$ cat src/rtl/jpeg_dct_seq.sv
// Single-clock sequencer for the two-pass 8x8 DCT and quantiser.
// Row pass fills the transpose memory; column pass feeds the quantiser and output blockram.
module jpeg_dct_seq #(
  parameter int DCT_LAT   = 4,
  parameter int BLK_CNT_W = 16
) (
  input  logic                 clk_i,
  input  logic                 rst_i,
  input  logic                 start_i,
  input  logic                 abort_i,
  input  logic                 clr_i,
  output logic                 busy_o,
  output logic                 done_o,
  output logic                 ovr_o,
  output logic [BLK_CNT_W-1:0] blk_cnt_o,
  output logic                 rd_en_o,
  output logic [8:0]           rd_addr_o,
  output logic                 reg1en_o,
  output logic                 mux1_o,
  output logic                 dct_stb_o,
  output logic                 twr_o,
  output logic                 trd_o,
  output logic [1:0]           mux2_o,
  output logic                 wren_o,
  output logic [4:0]           wrc_o,
  output logic [5:0]           rec_idx_o
);

  typedef enum logic [2:0] {IDLE, LOAD, DRAIN, COL, FLUSH} state_t;

  state_t             state_reg;
  logic [4:0]         cnt_reg;
  logic [3:0]         twr_cnt_reg;
  logic [DCT_LAT-1:0] row_pipe_reg;
  logic [DCT_LAT-1:0] col_pipe_reg;
  logic               burst_run_reg;
  logic [1:0]         burst_phase_reg;
  logic [4:0]         wrc_reg;
  logic               row_stb;
  logic               col_stb;
  logic               burst_head;
  logic               last_wr;

  assign row_stb    = dct_stb_o & ~mux1_o;
  assign col_stb    = dct_stb_o & mux1_o;
  assign burst_head = col_pipe_reg[DCT_LAT-1];
  assign twr_o      = row_pipe_reg[DCT_LAT-1];
  assign wren_o     = burst_head | burst_run_reg;
  assign mux2_o     = burst_phase_reg;
  assign wrc_o      = wrc_reg;
  assign rec_idx_o  = {wrc_reg, 1'b0};
  assign last_wr    = (state_reg == FLUSH) && wren_o && (wrc_reg == 5'd31);

  always_ff @(posedge clk_i or posedge rst_i) begin
    if (rst_i) begin
      state_reg   <= IDLE;
      cnt_reg     <= '0;
      twr_cnt_reg <= '0;
      busy_o      <= 1'b0;
      done_o      <= 1'b0;
      rd_en_o     <= 1'b0;
      rd_addr_o   <= '0;
      reg1en_o    <= 1'b0;
      mux1_o      <= 1'b0;
      dct_stb_o   <= 1'b0;
      trd_o       <= 1'b0;
    end else begin
      done_o    <= 1'b0;
      rd_en_o   <= 1'b0;
      rd_addr_o <= '0;
      reg1en_o  <= 1'b0;
      mux1_o    <= 1'b0;
      dct_stb_o <= 1'b0;
      trd_o     <= 1'b0;
      if (twr_o) twr_cnt_reg <= twr_cnt_reg + 4'd1;
      if (abort_i) begin
        state_reg   <= IDLE;
        busy_o      <= 1'b0;
        cnt_reg     <= '0;
        twr_cnt_reg <= '0;
      end else begin
        case (state_reg)
          IDLE: begin
            busy_o <= 1'b0;
            // a start arriving in the done cycle belongs to the block just finished
            if (start_i && !done_o) begin
              state_reg   <= LOAD;
              busy_o      <= 1'b1;
              cnt_reg     <= '0;
              twr_cnt_reg <= '0;
              rd_en_o     <= 1'b1;
            end
          end
          LOAD: begin
            cnt_reg <= cnt_reg + 5'd1;
            if (cnt_reg == 5'd15) begin
              state_reg <= DRAIN;
              dct_stb_o <= 1'b1;
            end else begin
              rd_en_o   <= 1'b1;
              rd_addr_o <= 9'(cnt_reg + 5'd1);
              reg1en_o  <= ~cnt_reg[0];
              dct_stb_o <= cnt_reg[0];
            end
          end
          DRAIN: begin
            if (twr_o && twr_cnt_reg == 4'd7) begin
              state_reg <= COL;
              cnt_reg   <= '0;
              trd_o     <= 1'b1;
              dct_stb_o <= 1'b1;
              mux1_o    <= 1'b1;
            end
          end
          COL: begin
            cnt_reg <= cnt_reg + 5'd1;
            if (cnt_reg == 5'd28) begin
              state_reg <= FLUSH;
            end else if (cnt_reg[1:0] == 2'd3) begin
              trd_o     <= 1'b1;
              dct_stb_o <= 1'b1;
              mux1_o    <= 1'b1;
            end
          end
          FLUSH: begin
            if (last_wr) begin
              state_reg <= IDLE;
              done_o    <= 1'b1;
            end
          end
          default: state_reg <= IDLE;
        endcase
      end
    end
  end

  // Strobe delay lines model the DCT latency for each pass.
  always_ff @(posedge clk_i or posedge rst_i) begin
    if (rst_i) begin
      row_pipe_reg <= '0;
      col_pipe_reg <= '0;
    end else if (abort_i) begin
      row_pipe_reg <= '0;
      col_pipe_reg <= '0;
    end else begin
      row_pipe_reg[0] <= row_stb;
      col_pipe_reg[0] <= col_stb;
      for (int i = 1; i < DCT_LAT; i++) begin
        row_pipe_reg[i] <= row_pipe_reg[i-1];
        col_pipe_reg[i] <= col_pipe_reg[i-1];
      end
    end
  end

  always_ff @(posedge clk_i or posedge rst_i) begin
    if (rst_i) begin
      burst_run_reg   <= 1'b0;
      burst_phase_reg <= '0;
      wrc_reg         <= '0;
    end else if (abort_i) begin
      burst_run_reg   <= 1'b0;
      burst_phase_reg <= '0;
      wrc_reg         <= '0;
    end else begin
      if (wren_o) wrc_reg <= wrc_reg + 5'd1;
      if (burst_head) begin
        burst_run_reg   <= 1'b1;
        burst_phase_reg <= 2'd1;
      end else if (burst_run_reg && burst_phase_reg == 2'd3) begin
        burst_run_reg   <= 1'b0;
        burst_phase_reg <= 2'd0;
      end else if (burst_run_reg) begin
        burst_phase_reg <= burst_phase_reg + 2'd1;
      end
    end
  end

  always_ff @(posedge clk_i or posedge rst_i) begin
    if (rst_i) begin
      ovr_o     <= 1'b0;
      blk_cnt_o <= '0;
    end else if (clr_i) begin
      ovr_o     <= 1'b0;
      blk_cnt_o <= '0;
    end else begin
      if (start_i && !abort_i && state_reg != IDLE) ovr_o <= 1'b1;
      if (!abort_i && last_wr) blk_cnt_o <= blk_cnt_o + BLK_CNT_W'(1);
    end
  end

endmodule

$ cat config.mk
export PLATFORM = sky130hd
export DESIGN_NAME = jpeg_dct_seq
export DESIGN_NICKNAME = d
export VERILOG_FILES = /design/src/rtl/jpeg_dct_seq.sv
export SDC_FILE = /design/constraint.sdc
export NUM_CORES = 1
export LEC_CHECK = 0
export BUFFER_PORTS_ARGS = -buffer_cell sky130_fd_sc_hd__buf_2
export CAP_MARGIN = 20
export CORE_MARGIN = 5
export CORE_UTILIZATION = 45
export CTS_CLUSTER_SIZE = 8
export DETAILED_ROUTE_END_ITERATION = 16
export GPL_ROUTABILITY_DRIVEN = 0
export MAX_ROUTING_LAYER = met4
export PLACE_DENSITY = 0.67
export SKIP_LAST_GASP = 1
export SLEW_MARGIN = 5
export SYNTH_ARGS = -nofsm -noshare
export SYNTH_HDL_FRONTEND = slang
export SYNTH_SLANG_ARGS = --single-unit
$ cat constraint.sdc
create_clock -name clk_i -period 3.11 [get_ports clk_i]
set_input_delay 0.311 -clock clk_i [delete_from_list [all_inputs] [get_ports clk_i]]
set_output_delay 0.311 -clock clk_i [all_outputs]
set_load 0.05 [all_outputs]
==> summary.md, run 1 <==
| Metric | Value |
|---|---|
| Status | `complete, no violations` |
| First-pass GRT wire length | `8.89 mm` |
| Crit start category | `register` |
| FF+latch count, synth | `56` |
| Fmax | `0.405 GHz` |
| Vias | `1917` |
| Clock transition at path regs | `0.09 ns` |
| P&R area growth vs syn | `12.5%` |
| Worst vdd ir | `182 uV` |
| Fin crit period | `2.47 ns` |
| Synthesis Warnings | `0` |
| Setup_tns | `0 ns` |
| Nets | `316` |
| Clk Latency, worst-skew pair | `0.30 ns` |
| Pre-CTS setup slack | `0.655 ns` |
| Antenna violations before repair | `0` |
| Worst Hold Class | `in2async` |
| HPWL after detailed placement | `3.79 mm` |
| Total track usage | `15.3%` |
| Pin count of the biggest net entering global routing | `42` |
| Overall Power | `0.00124 W` |
| Share of flip-flops with an asynchronous set or reset | `100%` |
| Drt wl/cell | `13.7 um` |
| Seq/Total Area, Yosys | `53.1%` |
| Vias in the first global route | `1880` |
| Dominant cell type by area after synthesis | `dfrtp_1` |
| Worst-path maximum fanout | `10` |
| Synth top cells by count | `dfrtp_1, nor2_1, nand2_1, a21oi_1, inv_1` |
| Total iterations of the first detailed-routing run | `4` |
| Hold Violations, Final | `0` |
| H-tree depth | `2` |
| # setup viols final | `0` |
| Synth Cell Area | `2640 um^2` |
| Gr ovfl total | `0` |
| Worst-Margin Slew | `0.834 ns` |
| PwrDens | `418 nW/um^2` |
| Critical Path RT | `3.34 ns` |
| Largest regs | `blk_cnt_o: 16 flops, rd_addr_o: 6 flops` |
| Via density | `5.11` |
| EDFF count, synth | `0` |
| Top cells by area, synth | `dfrtp_1, nor2_1, ha_1, xnor2_1, buf_4` |
| Core Box Area | `5610 um^2` |
| CP Class | `reg2reg` |
| Most common cell in the synthesized netlist | `dfrtp_1` |
| Worst setup EP type | `register` |
| Max FFs per register | `16` |
| N_diodes | `0` |
| RSZ-0062 raised after global routing | `false` |
| Total Routed Length | `5.12 mm` |
| DIE WIDTH | `86.6 um` |
| Cts hold-fix bufs | `0` |
| Final Worst Setup Slack | `0.640 ns` |
| Layout Skew | `0.00368 ns` |
| IO buf count | `48` |
| Setup Buffers After CTS | `0` |
| Final Max Tran Viols | `0` |
| Maximum clock path buffer count | `2` |
| CTS tree | `done` |
| Final period util | `79.4%` |
| Layout cells sized above 1 | `21.5%` |
| Critical Path AT | `2.70 ns` |
| Post-synthesis instance total | `261` |
| Num rows | `27` |
| Post-synth top area share | `53.1%` |
| Final ANT Viol Nets | `0` |
| # IOs | `53` |
| Root buf cell | `clkbuf_8` |
| CTS sink cnt | `56` |
| Die span in y | `86.6 um` |
| Max_slew headroom | `44.3%` |
| Drc violations | `0` |
| Initial core utilization | `47.1%` |
| Top reg by flops | `blk_cnt_o` |
| Cts repair resizes | `0` |
| Inserted Clock Buffers | `5` |
| DIE AREA | `7500 um^2` |
| Ys flop type | `dfrtp_1` |
| Syn avg cell area | `10.1 um^2` |
| Max Cap Viol | `0` |
| Number of library cell types mapped by synthesis | `46` |
| Static power due to leakage | `1.48 nW` |
| 1st-iter DRT viols | `109` |
cell families after synthesis:
kind of cell | share of synthesized area [%]
DFF | 53.1
and+or+nand+nor | 21.0
muxes | 1.19
other | 0.142
xor gates and xnor gates | 4.98
AOI/OAI and AO/OA | 8.82
adders and majority gates | 4.27
buffers and inverters | 6.54
worst paths after layout:
check / from / to / slack, ns / cells after the start
worst max-delay path: wrc_o[0] / blk_cnt_o[12] / 0.64 / 7
min in group clk_i: start_i / ovr_o / 0.28 / 3
worst min-delay path: rst_i / blk_cnt_o[8] / 0.17 / 2
worst max register to register: wrc_o[0] / blk_cnt_o[12] / 0.64 / 7
max in group asynchronous: rst_i / wrc_o[3] / 2.30 / 3
worst min register to register: col_pipe_reg[0] / col_pipe_reg[1] / 0.46 / 1
through the flow:
| stage | hold WS, ns | std cells | cell area (um^2) | util [%] |
|---|---|---|---|---|
| floorplan | 0.439 | 264 | 2650 | - |
| global placement | 0.444 | 367 | 2880 | 51.3 |
| detailed placement | 0.454 | 367 | 2880 | 51.3 |
| CTS | 0.206 | 375 | 2970 | 52.9 |
| global route | 0.240 | 375 | 2970 | 52.9 |
| finish | 0.168 | 375 | 2970 | 52.9 |
layout by cell type (no fill, tap or decap), drive strengths merged, types with 8 or more instances in the layout:
cell type and n:
a21oi 14, buf 51, clkbuf 8, dfrtp 56, ha 9, inv 12, nand2 15, nand3 8
nor2 32, nor2b 9, o21ai 10, or3 8, xnor2 10
area by class of cell:
type	count	area, um^2
fill	539	2640
sequential	56	1400
multi-input combinational	175	1080
timing repair buffer	51	263
clock buffer	8	90.1
tap	72	90.1
inverter	13	48.8
routing by layer:
| layer | vias to the layer above | part of all wire (%) | GRT usage [%] |
|---|---|---|---|
| met5 | - | 0 | - |
| met4 | 0 | 1.0 | 3.40 |
| met3 | 5 | 4.6 | 3.52 |
| met2 | 29 | 48 | 24.5 |
| met1 | 926 | 47 | 19.9 |
| li1 | 957 | - | - |
worst max-delay path, stage by stage, from the launching register on:
cell,delay (ns)
dfrtp_1,0.42
ha_1,0.18
and3_1,0.16
ha_1,0.15
o21ai_1,0.24
or4_1,0.72
or3_1,0.39
a21oi_1,0.14
report_power, final:
part	leakage, nW	switching [W]	total, W	internal [W]
Clock	0.0455	0.000218	0.000400	0.000182
Sequential	0.777	0.00000941	0.000745	0.000736
Combinational	0.654	0.0000756	0.0000967	0.0000211
No activity file was read; power rests on OpenSTA's default activity.
==> run 2: changes to the inputs <==
==> constraint.sdc (replaced) <==
create_clock -name clk_i -period 2.4 [get_ports clk_i]
set_input_delay 0.24 -clock clk_i [delete_from_list [all_inputs] [get_ports clk_i]]
set_output_delay 0.24 -clock clk_i [all_outputs]
set_load 0.05 [all_outputs]
==> run 2 against run 1 <==
Non-clock buffer count rose by 5. Clock power increased by 29%. First-iteration DRC count shrank 8.3%. Global-route usage decreased by 0.38 points. Final area rose by 2.1%. Flip-flop and latch count did not move. Clock skew grew 0.0042 ns. Hold slack improved by 0.030 ns. Cell count up 1.3%. Via count up 2.5%. Die area unchanged. Sequential share of layout area is 0.87 points lower.
==> summary.md, run 2 (synthesized netlist as in run 1, its figures left out) <==
| Metric | Value |
|---|---|
| Status | `complete, no violations (unchanged)` |
| Most common cell after layout, fill and taps aside | `dfrtp_1 (unchanged)` |
| Met3 Use GR | `2.95% (was 3.52%)` |
| Via density | `5.17 (was 5.11)` |
| Inserted Clock Buffers | `5 (unchanged)` |
| Total iterations of the first detailed-routing run | `4 (unchanged)` |
| Hold Violations, Final | `0 (unchanged)` |
| Pin count of the biggest net entering global routing | `33 (was 42)` |
| Nets | `321 (was 316)` |
| Total Routed Length | `5.07 mm (was 5.12 mm)` |
| Total track usage | `14.9% (was 15.3%)` |
| Max_slew headroom | `63.5% (was 44.3%)` |
| Final period util | `92.8% (was 79.4%)` |
| Critical Path AT | `2.43 ns (was 2.70 ns)` |
| Setup Buffers After CTS | `0 (unchanged)` |
| Vias | `1965 (was 1917)` |
| DIE WIDTH | `86.6 um (unchanged)` |
| Worst-path maximum fanout | `7 (was 10)` |
| Final Max Tran Viols | `0 (unchanged)` |
| Worst setup EP type | `register (unchanged)` |
| Static power due to leakage | `1.50 nW (was 1.48 nW)` |
| Largest regs | `blk_cnt_o: 16 flops, rd_addr_o: 6 flops (unchanged)` |
| M2 GR Usage | `22.6% (was 24.5%)` |
| Core Box Area | `5610 um^2 (unchanged)` |
| CTS tree | `done (unchanged)` |
| Design area | `3030 um^2 (was 2970 um^2)` |
| H-tree depth | `2 (unchanged)` |
| Setup_tns | `0 ns (unchanged)` |
| Initial core utilization | `47.1% (unchanged)` |
| Layout Skew | `0.00786 ns (was 0.00368 ns)` |
| # IOs | `53 (unchanged)` |
| Final ANT Viol Nets | `0 (unchanged)` |
| Clock transition at path regs | `0.09 ns (about the same)` |
| First-pass GRT wire length | `8.80 mm (was 8.89 mm)` |
| Die span in y | `86.6 um (unchanged)` |
| P&R area growth vs syn | `14.9% (was 12.5%)` |
| Maximum clock path buffer count | `2 (unchanged)` |
| RSZ-0062 raised after global routing | `false (unchanged)` |
| Layout fillers | `543 (was 539)` |
| Most frequent cells in the layout | `dfrtp_1, buf_2, nor2_1 (unchanged)` |
| Crit start category | `register (unchanged)` |
| Gr ovfl total | `0 (unchanged)` |
| CP Class | `reg2reg (unchanged)` |
| Worst-Margin Slew | `0.547 ns (was 0.834 ns)` |
| Antenna violations before repair | `0 (unchanged)` |
| IO buf count | `48 (unchanged)` |
| Top reg by flops | `blk_cnt_o (unchanged)` |
| 1st-iter DRT viols | `100 (was 109)` |
| Vias in the first global route | `1841 (was 1880)` |
| Met1 Usage GRT | `20.5% (was 19.9%)` |
| CTS sink cnt | `56 (unchanged)` |
| Placed cell areas | `2930 um^2 (was 2880 um^2)` |
| Root buf cell | `clkbuf_8 (unchanged)` |
| Critical Path RT | `2.60 ns (was 3.34 ns)` |
| Worst vdd ir | `246 uV (was 182 uV)` |
| PwrDens | `533 nW/um^2 (was 418 nW/um^2)` |
| Drc violations | `0 (unchanged)` |
| HPWL after detailed placement | `3.72 mm (was 3.79 mm)` |
| Drt wl/cell | `13.3 um (was 13.7 um)` |
| Max Cap Viol | `0 (unchanged)` |
| Final hold slack | `0.198 ns (was 0.168 ns)` |
| # setup viols final | `0 (unchanged)` |
| DIE AREA | `7500 um^2 (unchanged)` |
| Max FFs per register | `16 (unchanged)` |
| Num rows | `27 (unchanged)` |
| Fin crit period | `2.23 ns (was 2.47 ns)` |
| Layout cells sized above 1 | `24.0% (was 21.5%)` |
| Clk Latency, worst-skew pair | `0.30 ns (about the same)` |
| Worst Hold Class | `in2reg (was in2async)` |
| Fmax | `0.449 GHz (was 0.405 GHz)` |
| GR peak layer | `met2 (unchanged)` |
| N_diodes | `0 (unchanged)` |
run 2: cell count changes in the layout (fill, tap and decap cells not counted):
cell           change
dlygate4sd3_1      +1
o21ai_2            +1
dfrtp_1            -3
dfrtp_2            +3
o21ai_1            -1
buf_4              +3
or4_1              -1
buf_12             +1
or4_4              +1
run 2: routing by layer:
layer  routed length, um  part of all wire [%]
met4                  58                   1.1
met3                 223                   4.4
met5                   0                     0
met2                2350                    46
met1                2440                    48
run 2: report_power, final:
part	leakage, nW	total, W	internal [W]	switching (W)
sequential	0.772	0.000960	0.000953	0.00000689
combinational	0.683	0.000139	0.0000340	0.000105
clock	0.0455	0.000517	0.000236	0.000281
run 2: repair_timing:
action,CTS,global route
setup endpoints to repair,0,2
hold buffers,1,0
endpoints found under the hold margin,24,0
gates resized for setup,0,1
run 2: path summary, 6_finish.rpt:
kind,endpoint,slack [ns],cells past startpoint,startpoint
min in group asynchronous,blk_cnt_o[10],0.51,3,rst_i
worst max-delay path,blk_cnt_o[15],0.17,7,wrc_o[0]
max in group asynchronous,wrc_o[2],1.32,4,rst_i
worst max register to register,blk_cnt_o[15],0.17,7,wrc_o[0]
worst min-delay path,ovr_o,0.20,3,start_i
worst min register to register,col_pipe_reg[2],0.46,1,col_pipe_reg[1]
run 2: layout make-up:
type,count,area [um^2],share of cell area (%)
multi-input cells,175,1080,35.7
clock buffers,8,90.1,2.97
well taps,72,90.1,2.97
flip-flops and latches,56,1410,46.3
repair buffers,56,315,10.4
inverters,13,48.8,1.61
run 2: critical path, cell delays in order, from the launching register on:
cell and delay [ns]:
dfrtp_2 0.41, ha_1 0.16, and3_1 0.16, ha_1 0.17, o21ai_2 0.08, or4_4 0.58
nor3_1 0.21, mux2_2 0.35
run 2: stage by stage:
| step | worst slack [ns] | instances | util [%] | total power, W |
|---|---|---|---|---|
| global route | 0.0139 | 380 | 54.1 | 0.00170 |
| CTS | 0.146 | 380 | 54.0 | 0.00164 |
| finish | 0.172 | 380 | 54.1 | 0.00162 |
| global placement | 0.205 | 371 | 52.2 | 0.00112 |
| detailed placement | 0.165 | 371 | 52.2 | 0.00112 |
| floorplan | 0.0196 | 264 | - | 0.00109 |
==> run 3: changes to the inputs <==
--- a/config.mk
+++ b/config.mk
@@ -13,7 +13,7 @@
 export DETAILED_ROUTE_END_ITERATION = 16
 export GPL_ROUTABILITY_DRIVEN = 0
 export MAX_ROUTING_LAYER = met4
-export PLACE_DENSITY = 0.67
+export PLACE_DENSITY = 0.7
 export SKIP_LAST_GASP = 1
 export SLEW_MARGIN = 5
 export SYNTH_ARGS = -nofsm -noshare
==> constraint.sdc (replaced) <==
create_clock -name clk_i -period 2 [get_ports clk_i]
set_input_delay 0.2 -clock clk_i [delete_from_list [all_inputs] [get_ports clk_i]]
set_output_delay 0.2 -clock clk_i [all_outputs]
set_load 0.05 [all_outputs]
==> run 3 against run 2 <==
The flow now finishes with violations (negative setup slack). Non-clock buffer count is 11 higher. Combinational power is 24% higher. Cell count is 2.9% higher. Die area stayed put. Maximum frequency is 8.3% higher. Critical path depth stayed put. Clock-buffer cell count is 2 lower. Setup slack worse by 0.23 ns. Register-to-register slack worse by 0.23 ns. Routed wire length is 6.0% higher. Final area is 5.4% higher. Highest routed layer unchanged.
==> summary.md, run 3 (synthesized netlist as in run 1, its figures left out) <==
| Metric | Value |
|---|---|
| Core Box Area | `5610 um^2 (unchanged)` |
| Top reg by flops | `blk_cnt_o (unchanged)` |
| P_int | `0.00156 W (was 0.00122 W)` |
| Static power due to leakage | `1.58 nW (was 1.50 nW)` |
| Final period util | `103% (was 92.8%)` |
| P&R area growth vs syn | `21.2% (was 14.9%)` |
| 1st-iter DRT viols | `113 (was 100)` |
| Max Cap Viol | `0 (unchanged)` |
| N_diodes | `0 (unchanged)` |
| Vias | `1998 (was 1965)` |
| IO buf count | `48 (unchanged)` |
| Clock transition at path regs | `0.09 ns (about the same)` |
| Placed cell count | `382 (was 371)` |
| Largest regs | `blk_cnt_o: 16 flops, rd_addr_o: 6 flops (unchanged)` |
| Clock share of power | `35.3% (was 32.0%)` |
| Most frequent cells in the layout | `dfrtp_1, buf_2, nor2_1 (unchanged)` |
| Status | `finished with violations (was complete, no violations)` |
| Antenna violations before repair | `0 (unchanged)` |
| Die span in y | `86.6 um (unchanged)` |
| Clk Latency, worst-skew pair | `0.31 ns (was 0.30 ns)` |
| Register Area | `1410 um^2 (about the same)` |
| Pin count of the biggest net entering global routing | `24 (was 33)` |
| Sequential Power Share | `56.3% (was 59.4%)` |
| Most common cell after layout, fill and taps aside | `dfrtp_1 (unchanged)` |
| RSZ-0062 raised after global routing | `true (was false)` |
| HPWL after detailed placement | `3.97 mm (was 3.72 mm)` |
| Num rows | `27 (unchanged)` |
| Total Routed Length | `5.38 mm (was 5.07 mm)` |
| CTS sink cnt | `56 (unchanged)` |
| Fin cells | `391 (was 380)` |
| CP Class | `reg2reg (unchanged)` |
| # setup viols final | `5 (was 0)` |
| Layout fillers | `502 (was 543)` |
| Area of the multi-input gates | `1150 um^2 (was 1080 um^2)` |
| Hold Violations, Final | `0 (unchanged)` |
| Final Worst Setup Slack | `-0.0564 ns (was 0.172 ns)` |
| Layout cells sized above 1 | `30.1% (was 24.0%)` |
| Setup Buffers After CTS | `0 (unchanged)` |
| Via density | `5.11 (was 5.17)` |
| Comb pwr share | `8.5% (was 8.6%)` |
| PwrDens | `639 nW/um^2 (was 533 nW/um^2)` |
| Worst setup EP type | `register (unchanged)` |
| Maximum clock path buffer count | `2 (unchanged)` |
| Drc violations | `0 (unchanged)` |
| Fmax | `0.486 GHz (was 0.449 GHz)` |
| Cell count of the worst reg-to-reg path | `7 (unchanged)` |
| Root buf cell | `clkbuf_8 (unchanged)` |
| Sw Pwr | `0.000485 W (was 0.000393 W)` |
| Worst vdd ir | `511 uV (was 246 uV)` |
| Failing checks | `negative setup slack` |
| Worst-path maximum fanout | `7 (unchanged)` |
| Fin crit period | `2.06 ns (was 2.23 ns)` |
| DIE AREA | `7500 um^2 (unchanged)` |
| Layout Skew | `0.00521 ns (was 0.00786 ns)` |
| Final ANT Viol Nets | `0 (unchanged)` |
| Total track usage | `15.8% (was 14.9%)` |
| Critical Path AT | `2.26 ns (was 2.43 ns)` |
| # IOs | `53 (unchanged)` |
| DIE WIDTH | `86.6 um (unchanged)` |
| Switch share | `23.7% (was 24.3%)` |
| Setup_tns | `-0.158 ns (was 0 ns)` |
| Hold depth | `3 (unchanged)` |
| Max FFs per register | `16 (unchanged)` |
| First-pass GRT wire length | `9.22 mm (was 8.80 mm)` |
| Crit start category | `register (unchanged)` |
| Nets | `332 (was 321)` |
| Critical Path RT | `2.20 ns (was 2.60 ns)` |
| CTS tree | `done (unchanged)` |
| Inserted Clock Buffers | `5 (unchanged)` |
| H-tree depth | `2 (unchanged)` |
| Final Max Tran Viols | `0 (unchanged)` |
| Worst Hold Class | `in2reg (unchanged)` |
| Vias in the first global route | `1942 (was 1841)` |
| Initial core utilization | `47.1% (unchanged)` |
| Drt wl/cell | `13.7 um (was 13.3 um)` |
| Gr ovfl total | `0 (unchanged)` |
| Total iterations of the first detailed-routing run | `4 (unchanged)` |
==> run 3: worst max-delay path, cell delays in order (launching register included) <==
cell,delay [ns]
dfrtp_2,0.40
ha_4,0.13
and3_4,0.19
ha_4,0.14
o21ai_4,0.06
or4_4,0.58
nor3_4,0.15
mux2_4,0.31
==> run 3: per-layer routing <==
layer  global-route usage (%)  part of all wire, %  vias to the layer above
li1                         -                    -                      991
met1                     21.2                   47                      966
met2                     24.6                   47                       35
met3                     3.80                  5.0                        6
met4                     2.97                 0.84                        0
met5                        -                    0                        -
==> run 3: final timing paths <==
| check | slack (ns) | startpoint | to |
|---|---|---|---|
| min in group asynchronous | 0.44 | rst_i | ovr_o |
| min reg2reg | 0.46 | col_pipe_reg[0] | col_pipe_reg[1] |
| max in group asynchronous | 0.90 | rst_i | blk_cnt_o[5] |
| max reg2reg | -0.06 | wrc_o[1] | blk_cnt_o[15] |
| max | -0.06 | wrc_o[1] | blk_cnt_o[15] |
| min | 0.16 | start_i | ovr_o |
==> run 3: stage by stage <==
stage	worst slack [ns]	hold slack [ns]	power, W	util (%)	area [um^2]
floorplan	-0.242	0.366	0.00130	-	2710
global placement	-0.0579	0.241	0.00134	54.4	3050
detailed placement	-0.0923	0.245	0.00135	54.4	3050
CTS	-0.0541	0.149	0.00207	56.6	3180
global route	-0.124	0.179	0.00214	57.0	3200
finish	-0.0564	0.157	0.00204	57.0	3200
==> run 3: power by group through the flow <==
stage | clock [W] | sequential (W) | combinational [W]
2_1_floorplan | 0 | 0.00120 | 0.000101
3_3_place_gp | 0 | 0.00117 | 0.000170
3_5_place_dp | 0 | 0.00117 | 0.000173
4_1_cts | 0.000740 | 0.00115 | 0.000174
5_1_grt | 0.000801 | 0.00115 | 0.000191
6_report | 0.000721 | 0.00115 | 0.000173
==> run 3: what timing repair did <==
action	in CTS	in global routing
gates resized for setup	2	5
hold buffers	1	0
cloned	0	0
hold endpoints to repair	21	0
pin swaps	2	0
endpoints found under the setup margin	8	8
==> run 3: layout make-up <==
type | instances | area share [%]
clock inverters | 2 | 1.10
well taps | 72 | 2.82
repair buffers | 67 | 12.2
flip-flops and latches | 56 | 44.0
inverters | 13 | 1.56
clock buffers | 6 | 2.27
multi-input cells | 175 | 36.1
